[src/rtl/breakout_bounce_arbiter_if.sv]
// rtl/breakout_bounce_arbiter_if.sv - column request / bounce command bundle for the bounce arbiter
interface breakout_bounce_arbiter_if #(
  parameter int NUM_COLS = 6
);
  logic                  frame_tick;
  logic [NUM_COLS-1:0]   req_u;
  logic [NUM_COLS-1:0]   req_d;
  logic [NUM_COLS-1:0]   req_l;
  logic [NUM_COLS-1:0]   req_r;
  logic [5*NUM_COLS-1:0] col_count;
  logic                  bounce_valid;
  logic [1:0]            bounce_dir;
  logic [2:0]            bounce_col;
  logic                  busy;
  logic [7:0]            blocks_cleared;
  logic                  level_clear;
  logic [15:0]           hit_total;

  // Columns and frame timing side
  modport master (
    output frame_tick, req_u, req_d, req_l, req_r, col_count,
    input  bounce_valid, bounce_dir, bounce_col, busy, blocks_cleared, level_clear, hit_total
  );

  // Arbiter side
  modport slave (
    input  frame_tick, req_u, req_d, req_l, req_r, col_count,
    output bounce_valid, bounce_dir, bounce_col, busy, blocks_cleared, level_clear, hit_total
  );
endinterface

[src/rtl/breakout_bounce_arbiter.sv]
// rtl/breakout_bounce_arbiter.sv - round-robin bounce arbiter with frame-tick cooldown; BREAKOUT_HIT_STATS_EN enables hit_total
module breakout_bounce_arbiter #(
  parameter int NUM_COLS       = 6,
  parameter int BLOCKS_PER_COL = 8,
  parameter int COOLDOWN_TICKS = 2
) (
  input logic                      clk,
  input logic                      reset,
  breakout_bounce_arbiter_if.slave bus
);
  localparam logic [7:0] CLEAR_TARGET  = 8'(NUM_COLS * BLOCKS_PER_COL);
  localparam logic [3:0] COOLDOWN_INIT = 4'(COOLDOWN_TICKS);
  localparam logic [2:0] LAST_COL      = 3'(NUM_COLS - 1);
  localparam logic [3:0] NUM_COLS_W    = 4'(NUM_COLS);

  typedef enum logic [1:0] {IDLE, GRANT, COOLDOWN} state_t;

  state_t              state;
  logic [2:0]          rr_ptr;
  logic [3:0]          cooldown_cnt;
  logic [NUM_COLS-1:0] col_req;
  logic                any_req;
  logic [2:0]          pick_col;
  logic [1:0]          pick_dir;
  logic [7:0]          count_sum;

  assign col_req = bus.req_u | bus.req_d | bus.req_l | bus.req_r;
  assign any_req = |col_req;

  // Pick the first requesting column at or above rr_ptr (wrapping), then its direction, vertical first
  always_comb begin
    logic [3:0] idx;
    logic       found;
    idx      = '0;
    found    = 1'b0;
    pick_col = '0;
    pick_dir = '0;
    for (int k = 0; k < NUM_COLS; k++) begin
      idx = {1'b0, rr_ptr} + 4'(k);
      if (idx >= NUM_COLS_W) idx = idx - NUM_COLS_W;
      if (!found && col_req[idx[2:0]]) begin
        found    = 1'b1;
        pick_col = idx[2:0];
      end
    end
    if (bus.req_d[pick_col])      pick_dir = 2'd1;
    else if (bus.req_u[pick_col]) pick_dir = 2'd0;
    else if (bus.req_l[pick_col]) pick_dir = 2'd2;
    else                          pick_dir = 2'd3;
  end

  // Total of all per-column hit counts, zero-extended to 8 bits
  always_comb begin
    count_sum = '0;
    for (int i = 0; i < NUM_COLS; i++) begin
      count_sum = count_sum + {3'b000, bus.col_count[5*i +: 5]};
    end
  end

  // Bounce FSM with registered command, busy, score total and sticky level-clear
  always_ff @(posedge clk) begin
    if (reset) begin
      state              <= IDLE;
      rr_ptr             <= '0;
      cooldown_cnt       <= '0;
      bus.bounce_valid   <= 1'b0;
      bus.bounce_dir     <= '0;
      bus.bounce_col     <= '0;
      bus.busy           <= 1'b0;
      bus.blocks_cleared <= '0;
      bus.level_clear    <= 1'b0;
    end else begin
      bus.blocks_cleared <= count_sum;
      if (bus.blocks_cleared == CLEAR_TARGET) bus.level_clear <= 1'b1;

      case (state)
        IDLE: begin
          // Once the level is clear the arbiter parks here for good
          if (any_req && !bus.level_clear) begin
            state            <= GRANT;
            bus.bounce_valid <= 1'b1;
            bus.bounce_dir   <= pick_dir;
            bus.bounce_col   <= pick_col;
          end
        end
        GRANT: begin
          bus.bounce_valid <= 1'b0;
          rr_ptr           <= (bus.bounce_col == LAST_COL) ? 3'd0 : bus.bounce_col + 3'd1;
          if (COOLDOWN_TICKS == 0) begin
            state <= IDLE;
          end else begin
            cooldown_cnt <= COOLDOWN_INIT;
            bus.busy     <= 1'b1;
            state        <= COOLDOWN;
          end
        end
        COOLDOWN: begin
          // Requests seen here are simply ignored; only frame ticks matter
          if (bus.frame_tick) begin
            if (cooldown_cnt <= 4'd1) begin
              cooldown_cnt <= '0;
              bus.busy     <= 1'b0;
              state        <= IDLE;
            end else begin
              cooldown_cnt <= cooldown_cnt - 4'd1;
            end
          end
        end
        default: begin
          state            <= IDLE;
          bus.bounce_valid <= 1'b0;
          bus.busy         <= 1'b0;
        end
      endcase
    end
  end

`ifdef BREAKOUT_HIT_STATS_EN
  // Saturating count of grant cycles
  always_ff @(posedge clk) begin
    if (reset) begin
      bus.hit_total <= '0;
    end else if (state == GRANT && bus.hit_total != 16'hFFFF) begin
      bus.hit_total <= bus.hit_total + 16'd1;
    end
  end
`else
  assign bus.hit_total = 16'h0000;
`endif
endmodule

[src/flat_wrapper.sv]
// flat-port wrapper written by rule: the top's interface ports become plain ports
module breakout_bounce_arbiter_flat 
#(
  parameter int NUM_COLS       = 6,
  parameter int BLOCKS_PER_COL = 8,
  parameter int COOLDOWN_TICKS = 2
)
  (clk, reset, bus_frame_tick, bus_req_u, bus_req_d, bus_req_l, bus_req_r, bus_col_count, bus_bounce_valid, bus_bounce_dir, bus_bounce_col, bus_busy, bus_blocks_cleared, bus_level_clear, bus_hit_total);
  breakout_bounce_arbiter_if #(.NUM_COLS(NUM_COLS)) bus_i ();
  input logic clk;
  input logic reset;
  input wire logic [$bits(bus_i.frame_tick)-1:0] bus_frame_tick;
  input wire logic [$bits(bus_i.req_u)-1:0] bus_req_u;
  input wire logic [$bits(bus_i.req_d)-1:0] bus_req_d;
  input wire logic [$bits(bus_i.req_l)-1:0] bus_req_l;
  input wire logic [$bits(bus_i.req_r)-1:0] bus_req_r;
  input wire logic [$bits(bus_i.col_count)-1:0] bus_col_count;
  output wire logic [$bits(bus_i.bounce_valid)-1:0] bus_bounce_valid;
  output wire logic [$bits(bus_i.bounce_dir)-1:0] bus_bounce_dir;
  output wire logic [$bits(bus_i.bounce_col)-1:0] bus_bounce_col;
  output wire logic [$bits(bus_i.busy)-1:0] bus_busy;
  output wire logic [$bits(bus_i.blocks_cleared)-1:0] bus_blocks_cleared;
  output wire logic [$bits(bus_i.level_clear)-1:0] bus_level_clear;
  output wire logic [$bits(bus_i.hit_total)-1:0] bus_hit_total;
  assign bus_i.frame_tick = bus_frame_tick;
  assign bus_i.req_u = bus_req_u;
  assign bus_i.req_d = bus_req_d;
  assign bus_i.req_l = bus_req_l;
  assign bus_i.req_r = bus_req_r;
  assign bus_i.col_count = bus_col_count;
  assign bus_bounce_valid = bus_i.bounce_valid;
  assign bus_bounce_dir = bus_i.bounce_dir;
  assign bus_bounce_col = bus_i.bounce_col;
  assign bus_busy = bus_i.busy;
  assign bus_blocks_cleared = bus_i.blocks_cleared;
  assign bus_level_clear = bus_i.level_clear;
  assign bus_hit_total = bus_i.hit_total;
  breakout_bounce_arbiter #(.NUM_COLS(NUM_COLS), .BLOCKS_PER_COL(BLOCKS_PER_COL), .COOLDOWN_TICKS(COOLDOWN_TICKS)) u_core (.clk(clk), .reset(reset), .bus(bus_i));
endmodule
[config.mk]
export PLATFORM = sky130hd
export DESIGN_NAME = breakout_bounce_arbiter_flat
export DESIGN_NICKNAME = d
export VERILOG_FILES = /design/src/rtl/breakout_bounce_arbiter_if.sv /design/src/rtl/breakout_bounce_arbiter.sv /design/src/flat_wrapper.sv
export SDC_FILE = /design/constraint.sdc
export NUM_CORES = 1
export LEC_CHECK = 0
export ABC_AREA = 1
export CORE_UTILIZATION = 27
export DETAILED_ROUTE_END_ITERATION = 10
export PLACE_DENSITY = 0.59
export SYNTH_ARGS = -nofsm -noshare
export SYNTH_HDL_FRONTEND = slang
export SYNTH_SLANG_ARGS = --single-unit
[constraint.sdc]
create_clock -name clk -period 5.7 [get_ports clk]
set_clock_uncertainty 0.15 [all_clocks]
set_input_delay 1.71 -clock clk [delete_from_list [all_inputs] [get_ports clk]]
set_output_delay 1.71 -clock clk [all_outputs]
set_load 0.1 [all_outputs]
After elaboration in Yosys (flattened, before gate mapping)
Index checks and enable logic that the tools add are counted.
{ "word_totals": {"register_bits": 25, "output_inout_bits": 32, "wordCells": 124} }
{ "classes": {"n_addsub": 18, "n_lt_le_gt_ge": 14, "eq_ne": 7, "muxes": 51, "bitwise": 5, "reduce_logical": 20} }
{ "ops": {"columns": ["operator", "count"], "rows": [
  ["$mux 3", 13],
  ["$add 8x5->8", 4],
  ["$lt 3x4->1 const B", 7],
  ["$bmux 1 s3", 9],
  ["$ge 4x3->1 const B", 5],
  ["$mux 1", 18],
  ["$or 6x6->6", 3],
  ["$sub 3x3->3 const B", 6],
  ["$mux 2", 5],
  ["$add 3x2->4 const B", 2],
  ["$add 3x3->4 const B", 2],
  ["$eq 8x6->1 const B", 1],
  ["$mux 4", 2],
  ["$pmux 4 s2", 1],
  ["$add 5x5->6", 1],
  ["$logic_and 1x1->1", 6],
  ["$logic_not 1->1", 6],
  ["$pmux 2 s3", 1],
  ["$reduce_and 2->1", 3],
  ["$reduce_and 3->1", 2],
  ["$reduce_or 6->1", 1],
  ["$add 3x1->4 const B", 1],
  ["$le 4x1->1 const B", 1],
  ["$ne 2x1->1 const B", 2],
  ["12 further kinds", 13]
]} }

Depth between registers and ports, before layout
Gate-level depths: netlist (run 1).
{ "depth": {"word_depth": 26, "mapped_depth": 26, "ltp_nobuf": 25} }

Worst setup path after synthesis (run 1)
Ideal clock, no wire load.
{ "synth_path": {"path_kind": "input-to-reg", "start": "in bus_col_count[0]", "end": "reg u_core.bus.blocks_cleared[7]", "setup_ps": 71, "t_arrival_ps": 5148, "slack_ps": 331, "path_stages": 17, "path_buffers": 0, "cell_sequence": "ha_1 fa_1 a21oi_1 o21ai_0 xor2_1 fa_1 fa_1 inv_1 fa_1 inv_1 ha_1 inv_1 o31ai_1 inv_1 nor2_1 o21ai_0 a21oi_1"} }
{ "synth_between": {"elab_chain_len": 5} }
{ "synth_rtl": {"columns": ["element", "line_no", "source"], "rows": [
  ["from (decl)", "flat_wrapper.sv:17", "input wire logic [$bits(bus_i.col_count)-1:0] bus_col_count;"],
  ["$add 5x5->6", "breakout_bounce_arbiter.sv:56", "count_sum = count_sum + {3'b000, bus.col_count[5*i +: 5]};"],
  ["$add 8x5->8 (4 in series)", "breakout_bounce_arbiter.sv:56", null],
  ["to (signal assigned)", "breakout_bounce_arbiter.sv:73", "bus.blocks_cleared <= count_sum;"],
  ["to (decl)", "breakout_bounce_arbiter_if.sv:28", "output bounce_valid, bounce_dir, bounce_col, busy, blocks_cleared, level_clear, hit_total"]
]} }
Every way passes these cells.
A chain may end at the register's enable or synchronous reset.

Worst setup path after layout (run 1)
{ "layout_path": {"start": "in bus_col_count[6]", "end": "reg u_core.bus.blocks_cleared[7]"} }
The elaborated chain is that of the path after synthesis.

==> impl_metrics.sql, run 1 <==
INSERT INTO impl_metrics (metric_group, metric, value, unit) VALUES
('run_status', 'outcome', 'completed', ''),
('synthesis', 'postSynth.asyncResetShare', '0', '%'),
('synthesis', 'synth_cell_type_count', '39', ''),
('timing', 'timing.final.hold_violations', '0', ''),
('synthesis', 'number_of_cells_produced_by_synthesis', '458', ''),
('layout', 'antenna_cells', '0', ''),
('place', 'preCtsSetupSlack', '-0.367', 'ns'),
('timing', 'finalWorstSetupSlack', '0.186', 'ns'),
('drt', 'dr.pass1.iters', '5', ''),
('die', 'chipWidth', '109', 'microns'),
('timing', 'slew_at_the_pin_closest_to_its_max_slew_limit', '0.977', 'ns'),
('clock_network', 'clkLatencyLatePin', '0.26', 'ns'),
('power', 'cellInternalPower', '757', 'uW'),
('clock_network', 'cts-root-buf', 'clkbuf_16', ''),
('synthesis', 'post-synth-top-area-cell', 'dfxtp_1', ''),
('critical_path', 'path_cells', 'clkdlybuf4s50_1, ha_1, a21oi_2, inv_1, a31oi_2, xor2_1, inv_1, fa_1, fa_1, inv_1, fa_1, inv_2, ha_4, inv_2, buf_4, o31ai_4, inv_1, nor2_2, o21ai_1, a21oi_1', ''),
('layout', 'stdcell_area', '4170', 'sq um'),
('critical_path', 'critical_path_required', '5.73', 'ns'),
('clock_network', 'cts_htree_levels', '1', ''),
('global_route', 'grt_start_max_net_pins', '22', ''),
('global_route', 'grt_first_pass_wirelength', '12.8', 'mm'),
('timing', 'fmax', '181', 'MHz'),
('synthesis', 'synthMostInstantiatedCell', 'nand2_1', ''),
('clock_network', 'cts_max_path_bufs', '2', ''),
('synthesis', 'dominantRegCellSynth', 'dfxtp_1', ''),
('critical_path', 'cp.arrival', '5.54', 'ns'),
('power', 'clock_power_share', '9.1', '%'),
('place', 'dpl_cell_area', '3930', 'sq um'),
('synthesis', 'yosys-top-cells-count', 'nand2_1, inv_1, nor2_1, nand3_1, nand4_1', ''),
('drt', 'vias', '3154', ''),
('timing', 'period_share', '96.7', '%'),
('critical_path', 'timing.critical_path.mode_cell', 'inv_1', ''),
('timing', 'report.final.slew_viol_count', '0', ''),
('synthesis', 'synthesis.area', '3080', 'sq um'),
('synthesis', 'fraction_of_synthesized_cell_area_taken_by_the_top_area_cell_type', '16.3', '%'),
('critical_path', 'crit_fanout', '3', ''),
('die', 'io-pin-count', '89', ''),
('job', 'max-cap-violations', '0', ''),
('power', 'power.density', '408', 'nW/um^2'),
('critical_path', 'setup.worst_path.start_class', 'input pin', ''),
('drt', 'initialDrtViolationCount', '116', ''),
('power', 'power.net_switching', '941', 'uW'),
('power', 'combinationalPowerShare', '75.2', '%'),
('timing', 'min_period', '5.51', 'ns'),
('layout', 'drive_above_1_share', '12.6', '%'),
('synthesis', 'portion_of_the_post_synthesis_area_used_by_sequential_elements', '16.3', '%'),
('power', 'power.leakage', '0.00203', 'uW'),
('place', 'finalWeightedCongestion', '0.871', ''),
('global_route', 'antenna_violations_before_repair', '0', ''),
('power', 'p_seq_share', '15.7', '%'),
('timing', 'setup_violations', '0', ''),
('global_route', 'first_global_vias', '3065', ''),
('place', 'post-dp-hpwl', '6.41', 'mm'),
('layout', 'syn_to_final_growth', '35.4', '%'),
('drt', 'routed_wire_length_per_instance', '11.6', 'microns'),
('power', 'vdd_ir_drop_max', '0.404', 'mV'),
('die', 'floorplan.die.height', '109', 'microns'),
('clock_network', 'clock-sinks', '25', ''),
('timing', 'slew-limit-headroom', '34.6', '%'),
('clock_network', 'tritoncts', 'built', ''),
('critical_path', 'worst-path-buf-inv', '8', ''),
('synthesis', 'postSynthAreaPerCell', '6.72', 'sq um'),
('global_route', 'gr-total-overflow', '0', ''),
('layout', 'finish.net_count', '639', ''),
('global_route', 'globalRouteTotalUtil', '13.1', '%'),
('drt', 'remaining_design_rule_violation_count', '0', ''),
('place', 'placed_cells_incl_taps', '671', ''),
('synthesis', 'number_of_enable_flip_flop_cells_after_synthesis', '0', ''),
('critical_path', 'worst_setup_path_class', 'in -> reg', ''),
('critical_path', 'critPathSlowestCell', 'fa_1', ''),
('clock_network', 'numCtsBuffers', '3', '');
## metal layers
layer	GRT usage, %	routed length (microns)
met1	17.2	3690
met2	23.1	3660
met3	1.67	441
met4	2.61	65
met5	0	0
## timing repair
| action | 4_1_cts | 5_1_grt |
|---|---|---|
| pin swaps | 3 | 25 |
| resized for setup | 4 | 27 |
| setup endpoints to repair | 2 | 4 |
| setup buffers | 0 | 5 |
## placed cells by master (no fill, tap or decap), drive strengths merged, types with 16 or more instances in the layout
cell	n
a21oi	25
clkdlybuf4s50	67
conb	16
dfxtp	25
fa	16
ha	25
inv	88
nand2	97
nand3	44
nand4	27
nor2	42
o21ai	23
## flip-flops by register name (all words and copies together), names as in the netlist
register / flops
u_core.bus.blocks_cleared: 8
u_core.cooldown_cnt: 4
u_core.bus.bounce_col: 3
u_core.rr_ptr: 3
u_core.bus.bounce_dir: 2
u_core.state: 2
u_core.bus.bounce_valid: 1
u_core.bus.busy: 1
u_core.bus.level_clear: 1
## worst min-delay path, cell delays in order, from the launching register on
cell and delay [ns]:
dfxtp_1 0.31, nand2_1 0.06, a21oi_1 0.05
## area by class of cell
class | count | area [sq um]
clock buffers | 3 | 75.1
clock inverters | 1 | 5.00
fillers | 1115 | 6820
inverters | 88 | 330
multi-input cells | 339 | 2260
flip-flops and latches | 25 | 500
well taps | 140 | 175
repair buffers | 84 | 823
## path summary, 6_finish.rpt
path | end | slack [ns] | cells after the start | start
setup / recovery | u_core.bus.blocks_cleared[7]$_SDFF_PP0_ | 0.19 | 20 | bus_col_count[6]
hold / removal | u_core.bus.busy$_SDFFE_PP0P_ | 0.33 | 2 | u_core.bus.busy$_SDFFE_PP0P_
setup reg to reg | u_core.bus.bounce_dir[0]$_SDFFE_PP0P_ | 2.04 | 21 | u_core.rr_ptr[0]$_SDFFE_PP0P_
hold reg to reg | u_core.bus.busy$_SDFFE_PP0P_ | 0.33 | 2 | u_core.bus.busy$_SDFFE_PP0P_
## cell families after synthesis
group	after synthesis	synth area share [%]
AND/OR/NAND/NOR	219	35.6
adder cells (fa/ha/maj)	41	20.6
buffers and inverters	109	15.8
flip-flops	25	16.3
other	1	0.122
AO/OA/AOI/OAI	57	9.96
XOR/XNOR	6	1.71
## stage by stage
step	power, uW	util [%]	hold WS [ns]	setup TNS, ns
2_1_floorplan	1150	-	0.305	0
3_3_place_gp	1390	35.7	0.314	-0.764
3_5_place_dp	1410	35.7	0.312	-1.00
4_1_cts	1590	36.7	0.330	0
5_1_grt	1840	37.9	0.354	-0.0229
6_report	1700	37.9	0.327	0
## power groups by stage
stage,sequential (uW),clock [uW],combinational (uW)
after floorplan,525,0,625
after global placement,269,0,1120
after detailed placement,268,0,1140
after CTS,267,158,1170
after global routing,273,164,1400
final,267,154,1280
Power figures use the tool's default switching activity.
==> run 2, diff against run 1 <==
CORE_MARGIN = 2   (was not set)
==> run 2 against run 1 <==
Setup slack improved by 0.061 ns. Total power fell by 0.77%. Maximum frequency rose by 1.1%. Clock-buffer cell count rose by 1. Sequential cell count did not move. Sequential share of layout area barely moved. Critical endpoint is now u_core.bus.blocks_cleared[6]$_SDFF_PP0_.
==> impl_metrics.sql, run 2 (synthesized netlist as in run 1, its figures left out) <==
INSERT INTO impl_metrics (metric_group, metric, value, unit) VALUES
('timing', 'report.final.slew_viol_count', '0', ''),
('clock_network', 'cts-hold-fix-buffers', '0', ''),
('critical_path', 'r2r_start', 'u_core.rr_ptr[1]$_SDFFE_PP0P_', ''),
('layout', 'drive_above_1_share', '12.3', '%'),
('timing', 'tightest_hold_margin', '0.329', 'ns'),
('worst_hold_path', 'worst_hold_path_type', 'reg -> reg', ''),
('timing', 'min_period', '5.45', 'ns'),
('drt', 'drt-vias-per-instance', '4.59', ''),
('critical_path', 'worst_setup_path_startpoint', 'bus_col_count[6]', ''),
('die', 'chipWidth', '111', 'microns'),
('place', 'placed_cells_incl_taps', '670', ''),
('layout', 'largest_register_ff_count', '8', ''),
('drt', 'dr.pass1.iters', '4', ''),
('timing', 'slew_at_the_pin_closest_to_its_max_slew_limit', '0.974', 'ns'),
('global_route', 'grt_first_pass_wirelength', '13.1', 'mm'),
('layout', 'finish.net_count', '636', ''),
('layout', 'utilization', '37.9', '%'),
('layout', 'layout.cells.most_common_list', 'nand2_1, inv_1, clkdlybuf4s50_1', ''),
('layout', 'fillers', '1138', ''),
('layout', 'syn_to_final_growth', '35.1', '%'),
('drt', 'finalWirelength', '7.74', 'mm'),
('die', 'die-area', '12300', 'sq um'),
('worst_hold_path', 'holdCritStartpoint', 'u_core.bus.busy$_SDFFE_PP0P_', ''),
('layout', 'register_area', '500', 'sq um'),
('global_route', 'grt_start_max_net_pins', '22', ''),
('layout', 'biggestRegsByFlops', 'u_core.bus.blocks_cleared (8), u_core.cooldown_cnt (4)', ''),
('layout', 'mostFrequentLayoutCell', 'nand2_1', ''),
('power', 'power.density', '405', 'nW/um^2'),
('critical_path', 'setup.worst_path.start_class', 'input pin', ''),
('drt', 'initialDrtViolationCount', '137', ''),
('global_route', 'first_global_vias', '3069', ''),
('die', 'rows', '38', ''),
('drt', 'drtAntennaViolNets', '0', ''),
('timing', 'timing.final.hold_violations', '0', ''),
('place', 'post-dp-hpwl', '6.38', 'mm'),
('clock_network', 'clock-sinks', '25', ''),
('drt', 'remaining_design_rule_violation_count', '0', ''),
('die', 'floorplan.die.height', '111', 'microns'),
('power', 'vdd_ir_drop_max', '0.421', 'mV'),
('run_status', 'outcome', 'completed', ''),
('die', 'io-pin-count', '89', ''),
('timing', 'fmax', '183', 'MHz'),
('clock_network', 'clkLatencyLatePin', '0.26', 'ns'),
('clock_network', 'numCtsBuffers', '3', ''),
('job', 'max-cap-violations', '0', ''),
('global_route', 'gr-total-overflow', '0', ''),
('layout', 'antenna_cells', '0', ''),
('layout', 'register_bank_with_the_most_flops', 'u_core.bus.blocks_cleared', ''),
('critical_path', 'critical_path_required', '5.69', 'ns'),
('critical_path', 'cp.arrival', '5.45', 'ns'),
('drt', 'vias', '3106', ''),
('timing', 'fin_tns_setup', '0', 'ns'),
('global_route', 'antenna_violations_before_repair', '0', ''),
('critical_path', 'crit_fanout', '3', ''),
('die', 'initial_utilization', '28.0', '%'),
('clock_network', 'cts_htree_levels', '1', ''),
('clock_network', 'clk_pin_slew_worst_paths', '0.06', 'ns'),
('timing', 'setup_violations', '0', ''),
('layout', 'instances_no_fill', '677', ''),
('layout', 'multiInputGateArea', '2270', 'sq um'),
('die', 'core', '11000', 'sq um'),
('clock_network', 'cts_max_path_bufs', '2', ''),
('clock_network', 'tritoncts', 'built', ''),
('timing', 'period_share', '95.7', '%'),
('global_route', 'globalRouteTotalUtil', '12.2', '%'),
('place', 'finalWeightedCongestion', '0.883', ''),
('critical_path', 'setup.worst_path.end_class', 'flip-flop', ''),
('timing', 'slew-limit-headroom', '34.9', '%'),
('drt', 'routed_wire_length_per_instance', '11.4', 'microns'),
('power', 'power.leakage', '0.00201', 'uW'),
('clock_network', 'cts-root-buf', 'clkbuf_16', ''),
('place', 'numPortBuffers', '72', ''),
('critical_path', 'worst_setup_path_class', 'in -> reg', '');
==> run 2: area by class of cell <==
class	count	area share (%)
multi-input cells	339	54.6
flip-flops and latches	25	12.0
repair buffers	81	19.3
inverters	88	8.00
well taps	140	4.21
clock buffers	4	1.90
==> run 2: worst paths after layout <==
path | slack, ns | cells past startpoint | to
setup reg to reg | 2.05 | 20 | u_core.bus.bounce_dir[0]$_SDFFE_PP0P_
setup / recovery | 0.25 | 22 | u_core.bus.blocks_cleared[6]$_SDFF_PP0_
hold reg to reg | 0.33 | 2 | u_core.bus.busy$_SDFFE_PP0P_
hold / removal | 0.33 | 2 | u_core.bus.busy$_SDFFE_PP0P_
==> run 2: worst max-delay path, cell delays in order <==
cell             delay, ns
clkdlybuf4s50_1       0.45
ha_1                  0.21
a21oi_2               0.13
inv_2                 0.05
a31oi_4               0.16
xor2_1                0.15
inv_1                 0.07
fa_1                  0.46
fa_1                  0.49
inv_1                 0.05
fa_1                  0.50
inv_2                 0.05
ha_4                  0.26
inv_4                 0.04
nor2_4                0.08
nor2_2                0.05
nor2_2                0.11
nor2_1                0.06
nor2_1                0.11
nor2_1                0.07
o21ai_1               0.13
a21oi_1               0.05
==> run 2: per-stage QoR <==
step                total power [uW]  area [sq um]  worst slack (ns)
floorplan                       1150          3130             0.331
global placement                1390          3920            -0.272
detailed placement              1400          3920            -0.398
CTS                             1590          4030            0.0140
global route                    1820          4160           -0.0187
finish                          1680          4160             0.247
==> run 2: metal layers <==
layer  global-route usage, %  vias up  share of wire, %  wire (microns)
li1                        -     1611                 -               -
met1                    16.4     1395                49            3780
met2                    20.4       90                44            3420
met3                    2.02       10               5.8             448
met4                    2.75        0               1.1              87
met5                       0        -                 0               0
==> run 2: report_power, final <==
part / switching (uW) / leakage, uW / total, uW / internal (uW)
clock network: 57.4 / 0.0000382 / 153 / 95.5
logic: 841 / 0.00176 / 1270 / 424
registers: 39.9 / 0.000207 / 266 / 226
==> run 2: repair_timing <==
action	4_1_cts	5_1_grt
endpoints found under the setup margin	3	4
setup buffers	0	3
resized for setup	6	29
hold endpoints to repair	0	0
pin swaps	3	33
